[config.mk]
export PLATFORM = sky130hd
export DESIGN_NAME = fft_seq_ctrl
export DESIGN_NICKNAME = d
export VERILOG_FILES = /design/src/rtl/fft_seq_ctrl.sv
export SDC_FILE = /design/constraint.sdc
export NUM_CORES = 1
export LEC_CHECK = 0
export BUFFER_PORTS_ARGS = -buffer_cell sky130_fd_sc_hd__buf_2
export CAP_MARGIN = 20
export CELL_PAD_IN_SITES_DETAIL_PLACEMENT = 1
export CELL_PAD_IN_SITES_GLOBAL_PLACEMENT = 2
export CORE_MARGIN = 2
export CORE_UTILIZATION = 25
export DETAILED_ROUTE_END_ITERATION = 7
export PLACE_DENSITY_LB_ADDON = 0.1
export SLEW_MARGIN = 0
export SYNTH_ARGS = -nofsm -noshare
export SYNTH_HDL_FRONTEND = slang
export SYNTH_SLANG_ARGS = --single-unit
[constraint.sdc]
create_clock -name CLK -period 3.7 [get_ports CLK]
set_input_delay 0.185 -clock CLK [delete_from_list [all_inputs] [get_ports CLK]]
set_output_delay 0.185 -clock CLK [all_outputs]
set_load 0.01 [all_outputs]
[src/rtl/fft_seq_ctrl.sv]
// Address/control sequencer for an in-place radix-2 FFT over a single working RAM.
// Issues butterfly read pairs stage by stage and replays them as write-backs after bf_latency.
module fft_seq_ctrl #(
  parameter int points     = 64,
  parameter int logpoints  = 6,
  parameter int bf_latency = 4
) (
  input  logic                         CLK,
  input  logic                         RST,
  input  logic                         ce,
  input  logic                         start,
  output logic                         busy,
  output logic                         done,
  output logic                         bf_valid,
  output logic [logpoints-1:0]         addr_a,
  output logic [logpoints-1:0]         addr_b,
  output logic [logpoints-2:0]         tw_addr,
  output logic [$clog2(logpoints)-1:0] stage,
  output logic                         wb_valid,
  output logic [logpoints-1:0]         wb_addr_a,
  output logic [logpoints-1:0]         wb_addr_b
);

  localparam int AW = logpoints;
  localparam int KW = logpoints - 1;
  localparam int SW = $clog2(logpoints);
  localparam int DW = $clog2(bf_latency + 1);

  localparam logic [KW-1:0] K_LAST = KW'(points / 2 - 1);
  localparam logic [SW-1:0] S_LAST = SW'(logpoints - 1);
  localparam logic [DW-1:0] D_LAST = DW'(bf_latency - 1);

  typedef enum logic [1:0] {IDLE, RUN, DRAIN, DONE} state_t;

  typedef struct packed {
    logic [AW-1:0] a;
    logic [AW-1:0] b;
  } pair_t;

  state_t              state, state_n;
  logic [KW-1:0]       k, k_n;
  logic [SW-1:0]       stg_n;
  logic [DW-1:0]       dcnt, dcnt_n;
  logic                iss_n, busy_n, done_n;

  // Index 0 is the issue side (drives addr_a/addr_b), index bf_latency the write-back side.
  pair_t [bf_latency:0]  pr_pipe;
  logic  [bf_latency-1:0] vld_pipe;

  pair_t               pr_n;
  logic [KW-1:0]       tw_n;
  logic [AW-1:0]       kk, msk, hb, pos;

  assign addr_a    = pr_pipe[0].a;
  assign addr_b    = pr_pipe[0].b;
  assign wb_addr_a = pr_pipe[bf_latency].a;
  assign wb_addr_b = pr_pipe[bf_latency].b;

  // Pair k of stage s: the low (KW-s) bits of k are the position inside a group, the rest
  // select the group; inserting a zero bit between them gives addr_a, setting it gives addr_b.
  always_comb begin
    kk     = {1'b0, k_n};
    hb     = AW'(1) << (KW - 32'(stg_n));
    msk    = hb - AW'(1);
    pos    = kk & msk;
    pr_n.a = ((kk & ~msk) << 1) | pos;
    pr_n.b = pr_n.a | hb;
    tw_n   = pos[KW-1:0] << stg_n;
  end

  always_comb begin
    state_n = state;
    k_n     = k;
    stg_n   = stage;
    dcnt_n  = dcnt;
    iss_n   = 1'b0;
    busy_n  = busy;
    done_n  = 1'b0;
    case (state)
      IDLE: begin
        busy_n = 1'b0;
        if (start) begin
          state_n = RUN;
          k_n     = '0;
          stg_n   = '0;
          iss_n   = 1'b1;
          busy_n  = 1'b1;
        end
      end
      RUN: begin
        if (k == K_LAST) begin
          state_n = DRAIN;
          dcnt_n  = '0;
        end else begin
          k_n   = k + 1'b1;
          iss_n = 1'b1;
        end
      end
      DRAIN: begin
        if (dcnt == D_LAST) begin
          if (stage == S_LAST) begin
            state_n = DONE;
            done_n  = 1'b1;
          end else begin
            state_n = RUN;
            stg_n   = stage + 1'b1;
            k_n     = '0;
            iss_n   = 1'b1;
          end
        end else begin
          dcnt_n = dcnt + 1'b1;
        end
      end
      DONE: begin
        state_n = IDLE;
        busy_n  = 1'b0;
      end
      default: state_n = IDLE;
    endcase
  end

  always_ff @(posedge CLK) begin
    if (!RST) begin
      state    <= IDLE;
      k        <= '0;
      stage    <= '0;
      dcnt     <= '0;
      busy     <= 1'b0;
      done     <= 1'b0;
      bf_valid <= 1'b0;
      wb_valid <= 1'b0;
      tw_addr  <= '0;
      vld_pipe <= '0;
      pr_pipe  <= '0;
    end else if (ce) begin
      state    <= state_n;
      k        <= k_n;
      stage    <= stg_n;
      dcnt     <= dcnt_n;
      busy     <= busy_n;
      done     <= done_n;
      bf_valid <= iss_n;
      wb_valid <= vld_pipe[bf_latency-1];
      vld_pipe[0] <= iss_n;
      for (int i = 1; i < bf_latency; i++) vld_pipe[i] <= vld_pipe[i-1];
      for (int i = 1; i <= bf_latency; i++) pr_pipe[i] <= pr_pipe[i-1];
      // Addresses hold across drain so the RAM port sees no spurious toggling.
      if (iss_n) begin
        pr_pipe[0] <= pr_n;
        tw_addr    <= tw_n;
      end
    end else begin
      // Stalled: everything holds, but no strobe may be seen twice.
      bf_valid <= 1'b0;
      wb_valid <= 1'b0;
    end
  end

endmodule
==> metrics.md, run 1 <==
| Metric | Value |
|---|---|
| Hold Buf Count CTS | `0` |
| Setup TNS | `0 ps` |
| CTS tree | `done` |
| Crit path DAT | `3280 ps` |
| CTS H-Tree Depth | `3` |
| Leading post-synthesis cells by cell area | `dfxtp_1 42%, mux2i_1 14%, nor2_1 6.9%, buf_4 4.4%, ha_1 3.7%` |
| Crit end category | `flop` |
| Async SR Flop Fraction | `0%` |
| Worst path slowest cell | `ha_1` |
| Fin cells | `676` |
| Fin nets | `471` |
| Max-slew violation count | `0` |
| Core region area | `~0.016 mm2` |
| Rel. slew slack | `29.3%` |
| Initial antenna violation count | `0` |
| Synth Flop Type | `dfxtp_1` |
| Status | `finished, final reports clean` |
| Combinational group share of total power | `11.7%` |
| Max Cap Viol | `0` |
| Worst-margin pin slew | `about 1100 ps` |
| First-pass DRT Iterations | `4` |
| Post-synthesis cell type count | `56` |
| Sw frac | `a little over a quarter` |
| Final Hold Fails | `0` |
| Antenna-violating nets left | `0` |
| Avg Inst Size Synth | `about 9 um2` |
| Critical-path maximum fanout | `11` |
| NetSw | `a little under 0.6 mW` |
| Critical path class | `flop to flop` |
| Crit-path leading delay family | `compound AO/OA/AOI/OAI gates` |
| Internal power | `1.55 mW` |
| Clk buf depth | `2` |
| Cell count after synthesis | `448` |
| Hold WC Path Type | `input port to flop` |
| Clock share of power | `42.0%` |
| Reg-to-reg slack, setup | `between 700 and 800 ps` |
| Num rows | `46` |
| Root buffer cell | `clkbuf_16` |
| Reg power frac | `a little under half` |
| Synth top cells by count | `86 x dfxtp_1, 75 x nor2_1, 55 x mux2i_1` |
| Clock sinks | `between 80 and 90` |
| CP bufs+invs | `0` |
| Final WL | `10.6 mm` |
| Placed Cells incl. Taps | `660` |
| Yosys top cell area share | `42.3%` |
| EDFF count, synth | `0` |
| Vias in the first global route | `3,126` |
| Fillers | `1,887` |
| RSZ-0062 raised after global routing | `no` |
| Final Cell Area | `0.00459 mm2` |
| 1st-iter DRT viols | `111` |
| Routability Congestion | `0.771` |
| Initial Util | `25.6%` |
| TritonCTS buffer count | `9` |
| Die X | `132 um` |
| Worst Skew | `7.87 ps` |
| FF+latch count, synth | `86` |
| Routed WL per cell | `15.6 um` |
| GRT Total Usage | `12.7%` |
| CP required | `~4000 ps` |
| DR DRC count | `0` |
| Antenna cells | `0` |
| Final worst path period share | `80.8%` |
| YS warnings | `0` |
| Drt via density | `4.54` |
| Grt total ovfl | `0` |
| Dpl hpwl | `~7.4 mm` |
| Final setup vio count | `0` |
| Synthesis-to-layout area growth | `12.9%` |
| Footprint of the multi-input gates | `between 0.002 and 0.0025 mm2` |
| PortBufs | `39` |
| # Post-CTS Setup Buffers | `0` |
| Post_cts resized | `0` |
| Most frequent CP cell | `ha_1` |
| Seq/Total Area, Yosys | `42.3%` |
| Static Leakage | `1.92 nW` |
| Num ports | `40` |
| Largest net degree at the start of global routing | `66` |
| Clock Latency Late Sink | `roughly 350 ps` |
| VDD IR max | `0.201 mV` |
| Area post-placement | `0.00430 mm2` |
| Total area of sequential cells | `0.00172 mm2` |
| First-pass GRT wire length | `17.3 mm` |
| Overall die area | `approximately 0.017 mm2` |
| Fmax | `~0.33 GHz` |
| Critical Path, Cell by Cell | `ha_1, ha_1, a21bo_2, nor3b_4, nor2_8, ha_1, nor2_1, o221ai_1, xnor2_1, a211oi_1, o221a_2` |
| Max stage delay on crit path | `420 ps` |
| Leading area contributor after synthesis | `dfxtp_1` |
| Die H | `132 um` |
| Clock slew at reported path FFs | `70 ps` |
| Critical path launch point type | `flop` |
| Post-Syn Area | `0.00407 mm2` |
| Final core utilization | `28.9%` |
| Pwr/cell area | `464 mW/mm2` |
| Vias | `3,070` |
| Most common cell in the netlist | `dfxtp_1` |
| Ratio of cells with drive above 1 in the final layout | `18.0%` |
| Mapped Nets | `464` |
| Minimum clock period | `between 2000 and 3000 ps` |
==> final cells by class <==
class | count | share of cell area [%]
sequential | 86 | 37.5
clock inverter | 5 | 0.899
clock buffer | 11 | 5.50
inverter | 12 | 1.09
timing repair buffer | 46 | 5.45
multi-input combinational | 300 | 43.7
tap | 216 | 5.89
==> path summary, 6_finish.rpt <==
path | from | end | cells past startpoint
max | dcnt[0]$_SDFFE_PN0P_ | addr_a[2]$_SDFFE_PN0P_ | 11
min | ce | busy$_SDFFE_PN0P_ | 3
max reg2reg | dcnt[0]$_SDFFE_PN0P_ | addr_a[2]$_SDFFE_PN0P_ | 11
min reg2reg | tw_addr[0]$_SDFFE_PN0P_ | tw_addr[0]$_SDFFE_PN0P_ | 2
==> kinds of logic (layout without fill, tap and decap cells) <==
| group | count (synthesis) | after routing | share of synthesized area [%] |
|---|---|---|---|
| mux | 57 | 57 | 14.2 |
| xor+xnor | 2 | 2 | 0.431 |
| fa+ha+maj | 12 | 12 | 3.69 |
| flops | 86 | 86 | 42.3 |
| buf+inv | 62 | 74 | 8.39 |
| simple gates | 149 | 149 | 16.9 |
| compound gates | 80 | 80 | 14.1 |
==> routing by layer <==
metal  share of wire, %  wire length, um  global-route usage [%]  up-vias
met1                 51             5360                    17.0     1472
met2                 45             4720                    19.6       38
met3                2.9              306                    2.70       12
li1                   -                -                       -     1548
met5                  0                0                       0        -
met4                1.8              194                    5.62        0
==> power groups by stage <==
stage	clock (mW)	sequential (mW)	combinational (mW)
finish	0.896	0.986	0.250
floorplan	0	1.00	0.194
global route	0.978	0.992	0.280
CTS	0.942	0.987	0.256
global placement	0	1.01	0.254
detailed placement	0	1.01	0.255
==> metrics by stage <==
| step | power [mW] | setup WS (ps) | hold WS, ps |
|---|---|---|---|
| after global routing | 2.25 | 496 | 169 |
| after detailed placement | 1.26 | 715 | 453 |
| after global placement | 1.26 | 855 | 442 |
| after floorplan | 1.19 | 732 | 344 |
| final | 2.13 | 712 | 158 |
| after CTS | 2.18 | 695 | 141 |
==> worst min-delay path: cells and delay by family <==
kind                   cells  cell delay, ps
AOI/OAI and AO/OA          1              60
buffers and inverters      1             120
and+or+nand+nor            1              90
==> registers in the layout (all words and copies together), names as in the netlist <==
signal / count
wb_addr_b: 6
wb_valid: 1
addr_a: 6
vld_pipe: 4
wb_addr_a: 6
k: 5
stage: 3
tw_addr: 5
pr_pipe: 36
addr_b: 6
state: 2
dcnt: 3
done: 1
bf_valid: 1
busy: 1
==> cell usage in the layout (no fill, tap or decap), types with 3 or more instances in the layout <==
cell | netlist | layout
nor2_1 | 75 | 75
a31oi_1 | 6 | 6
clkbuf_16 | 0 | 9
nand2_1 | 30 | 30
nand3b_1 | 5 | 5
a211oi_1 | 7 | 7
a21oi_1 | 21 | 21
nand2b_1 | 5 | 5
buf_2 | 11 | 38
o211ai_1 | 4 | 4
ha_1 | 12 | 12
nand4_1 | 3 | 3
dfxtp_1 | 86 | 86
buf_4 | 24 | 8
nor3_1 | 7 | 7
nand3_1 | 10 | 10
inv_1 | 11 | 10
mux2i_1 | 55 | 55
o21ai_0 | 15 | 15
Note: power is estimated with default switching activity, not from simulation.
==> run 2, diff against run 1 <==
==> constraint.sdc (replaced) <==
create_clock -name CLK -period 2.9 [get_ports CLK]
set_input_delay 0.145 -clock CLK [delete_from_list [all_inputs] [get_ports CLK]]
set_output_delay 0.145 -clock CLK [all_outputs]
set_load 0.01 [all_outputs]
==> run 2 against run 1 <==
Compared with the run above:
- cell area grew 3.6%
- sequential share of layout area shrank 1.2 points
- hold slack lost 36 ps
- combinational power grew 34%
- cell count grew 1.3%
- sequential cell count is the same
- wire length grew 0.20%
- global-route usage shrank 0.12 points
- sequential power grew 28%
- total power grew 37%
- worst setup slack lost 510 ps
- critical path type unchanged
- critical endpoint unchanged
- largest cell class unchanged
==> metrics.md, run 2 (synthesis results as in run 1) <==
| Metric | Value |
|---|---|
| Routed WL per cell | `15.5 um (-1.1%)` |
| Final setup vio count | `0 (unchanged)` |
| Core region area | `0.0159 mm2 (unchanged)` |
| Vias in the first global route | `3,034 (-2.9%)` |
| WHS Endpoint | `busy$_SDFFE_PN0P_` |
| 1st-iter DRT viols | `141 (+27%)` |
| Worst r2r path cells | `11 (unchanged)` |
| Largest net degree at the start of global routing | `46 (-30%)` |
| Critical Path, Cell by Cell | `inv_1, ha_1, mux2_4, o22ai_4, nor2_8, ha_1, nor2_2, o221ai_1, xnor2_1, a211oi_2, o221a_2` |
| Synthesis-to-layout area growth | `16.9%` |
| Commonest non-fill, non-tap cell in the layout | `dfxtp_1` |
| Internal power | `2.18 mW (+41%)` |
| Max Cap Viol | `0 (unchanged)` |
| VDD IR max | `0.267 mV (+33%)` |
| Ratio of cells with drive above 1 in the final layout | `21.3% (+3.3 points)` |
| Clock slew at reported path FFs | `60 ps (about the same)` |
| Dpl hpwl | `7.44 mm (+1.1%)` |
| Crit path DAT | `2940 ps (-340 ps)` |
| Drt via density | `4.51 (-0.77%)` |
| Worst path slowest cell | `dfxtp_2` |
| Worst Skew | `5.24 ps (-2.63 ps)` |
| Fin nets | `480 (+1.9%)` |
| Placed Cells incl. Taps | `669 (+1.4%)` |
| Max stage delay on crit path | `370 ps (-50 ps)` |
| Final WL | `10.6 mm (+0.20%)` |
| Routability Congestion | `0.763 (-1.1%)` |
| DR DRC count | `0 (unchanged)` |
| Largest register FFs | `36 (unchanged)` |
| Setup TNS | `0 ps (unchanged)` |
| Crit end category | `flop` |
| Top reg by flops | `pr_pipe` |
| Worst-margin pin slew | `727 ps (-334 ps)` |
| Minimum clock period | `2700 ps (-288 ps)` |
| Max-slew violation count | `0 (unchanged)` |
| Clock sinks | `86 (unchanged)` |
| CTS H-Tree Depth | `3 (unchanged)` |
| Initial Util | `25.6% (unchanged)` |
| Rel. slew slack | `51.5% (+22 points)` |
| # Post-CTS Setup Buffers | `0 (unchanged)` |
| Tot Pwr | `2.92 mW (+37%)` |
| R2r endpoint | `addr_a[2]$_SDFFE_PN0P_` |
| Fmax | `0.370 GHz (+11%)` |
| Clock Latency Late Sink | `350 ps (about the same)` |
| Status | `finished, final reports clean` |
| Critical path launch point type | `flop` |
| Static Leakage | `1.99 nW (+4.0%)` |
| Most frequent cells in the layout | `83 x dfxtp_1, 74 x nor2_1, 55 x mux2i_1, 38 x buf_2, 30 x nand2_1` |
| Die X | `132 um (unchanged)` |
| Reg-to-Reg Start | `state[0]$_SDFFE_PN0P_` |
| Launch point of the worst hold path | `start` |
| CP bufs+invs | `1 (+1)` |
| Post-route setup slack | `199 ps (-512 ps)` |
| Vias | `3,087 (+0.55%)` |
| Overall die area | `0.0173 mm2 (unchanged)` |
| Reg-to-reg slack, setup | `200 ps (-510 ps)` |
| NetSw | `0.742 mW (+27%)` |
| Fin cells | `685 (+1.3%)` |
| Reg power frac | `43.2% (-3.1 points)` |
| Grt total ovfl | `0 (unchanged)` |
| Clk buf depth | `2 (unchanged)` |
| Final worst path period share | `93.1% (+12 points)` |
| Clock share of power | `45.3% (+3.3 points)` |
| Crit-path leading delay family | `compound AO/OA/AOI/OAI gates` |
| Combinational group share of total power | `11.5% (-0.2 points)` |
| Worst Hold Path Cells | `3 (unchanged)` |
| Final Hold Fails | `0 (unchanged)` |
| Num rows | `46 (unchanged)` |
| Initial antenna violation count | `0 (unchanged)` |
| Pre-CTS WS | `75.3 ps (-640 ps)` |
| CP required | `3130 ps (-860 ps)` |
| First-pass GRT wire length | `17.1 mm (-1.5%)` |
| Root buffer cell | `clkbuf_16` |
| Most frequent CP cell | `ha_1` |
| PortBufs | `39 (unchanged)` |
| Critical-path maximum fanout | `11 (unchanged)` |
| Antenna cells | `0 (unchanged)` |
| Critical path class | `flop to flop` |
| GRT Total Usage | `12.6% (-0.12 points)` |
| Die H | `132 um (unchanged)` |
| Pwr/cell area | `614 mW/mm2 (+32%)` |
| TritonCTS buffer count | `9 (unchanged)` |
| First-pass DRT Iterations | `4 (unchanged)` |
| CTS tree | `done` |
| Hold WC Path Type | `input port to flop` |
| Sw frac | `25.4% (-2.0 points)` |
| Antenna-violating nets left | `0 (unchanged)` |
| Num ports | `40 (unchanged)` |
==> run 2: cell count changes in the layout (fill, tap and decap cells not counted), sizes merged <==
cell and delta:
buf +9, clkinvlp -1, clkinv -2, bufinv +2, clkbuf +1
==> run 2: final cells by class <==
| class | count | area [um2] |
|---|---|---|
| Clock inverter | 4 | 76.3 |
| Tap cell | 216 | 270 |
| Fill cell | 1888 | 11100 |
| Timing Repair Buffer | 55 | 318 |
| Multi-Input combinational cell | 300 | 2050 |
| Inverter | 12 | 50.0 |
| Clock buffer | 12 | 267 |
| Sequential cell | 86 | 1730 |
==> run 2: how the worst max path moves through the flow <==
stage,start,endpoint,slack [ps],cells past startpoint
after global placement,dcnt[0]$_SDFFE_PN0P_,tw_addr[4]$_SDFFE_PN0P_,180,10
after floorplan,stage[1]$_SDFFE_PN0P_,addr_a[2]$_SDFFE_PN0P_,60,12
final,state[0]$_SDFFE_PN0P_,addr_a[2]$_SDFFE_PN0P_,200,11
after CTS,dcnt[0]$_SDFFE_PN0P_,addr_a[2]$_SDFFE_PN0P_,60,11
after detailed placement,dcnt[0]$_SDFFE_PN0P_,tw_addr[4]$_SDFFE_PN0P_,80,10
after global routing,stage[1]$_SDFFE_PN0P_,addr_b[3]$_SDFFE_PN0P_,-9,12
==> run 2: power groups by stage <==
stage          logic (mW)  clock network [mW]  registers (mW)
2_1_floorplan       0.248                   0            1.28
3_3_place_gp        0.336                   0            1.29
3_5_place_dp        0.337                   0            1.29
4_1_cts             0.338                1.38            1.26
5_1_grt             0.371                1.44            1.27
6_report            0.336                1.32            1.26
==> run 2: per-layer routing <==
metal	GRT usage, %	wire (um)
met1	17.1	5490
met2	19.2	4720
met3	3.55	264
met4	3.99	131
met5	0	0
==> run 2: worst register-to-register path, stage by stage (launching register included) <==
cell,delay [ps]
dfxtp_2,370
inv_1,70
ha_1,260
mux2_4,360
o22ai_4,240
nor2_8,100
ha_1,340
nor2_2,140
o221ai_1,140
xnor2_1,260
a211oi_2,70
o221a_2,240
==> run 2: through the flow <==
stage	hold WS, ps	instance area [um2]	utilization, %
final	122	4760	29.9
after global routing	110	4760	29.9
after CTS	96.7	4720	29.7
after detailed placement	446	4370	27.5
after global placement	447	4370	27.5
after floorplan	304	4080	-
==> run 2: repair_timing <==
item | CTS | global route
hold buffers | 0 | 0
setup endpoints to repair | 0 | 5
resized for setup | 0 | 9
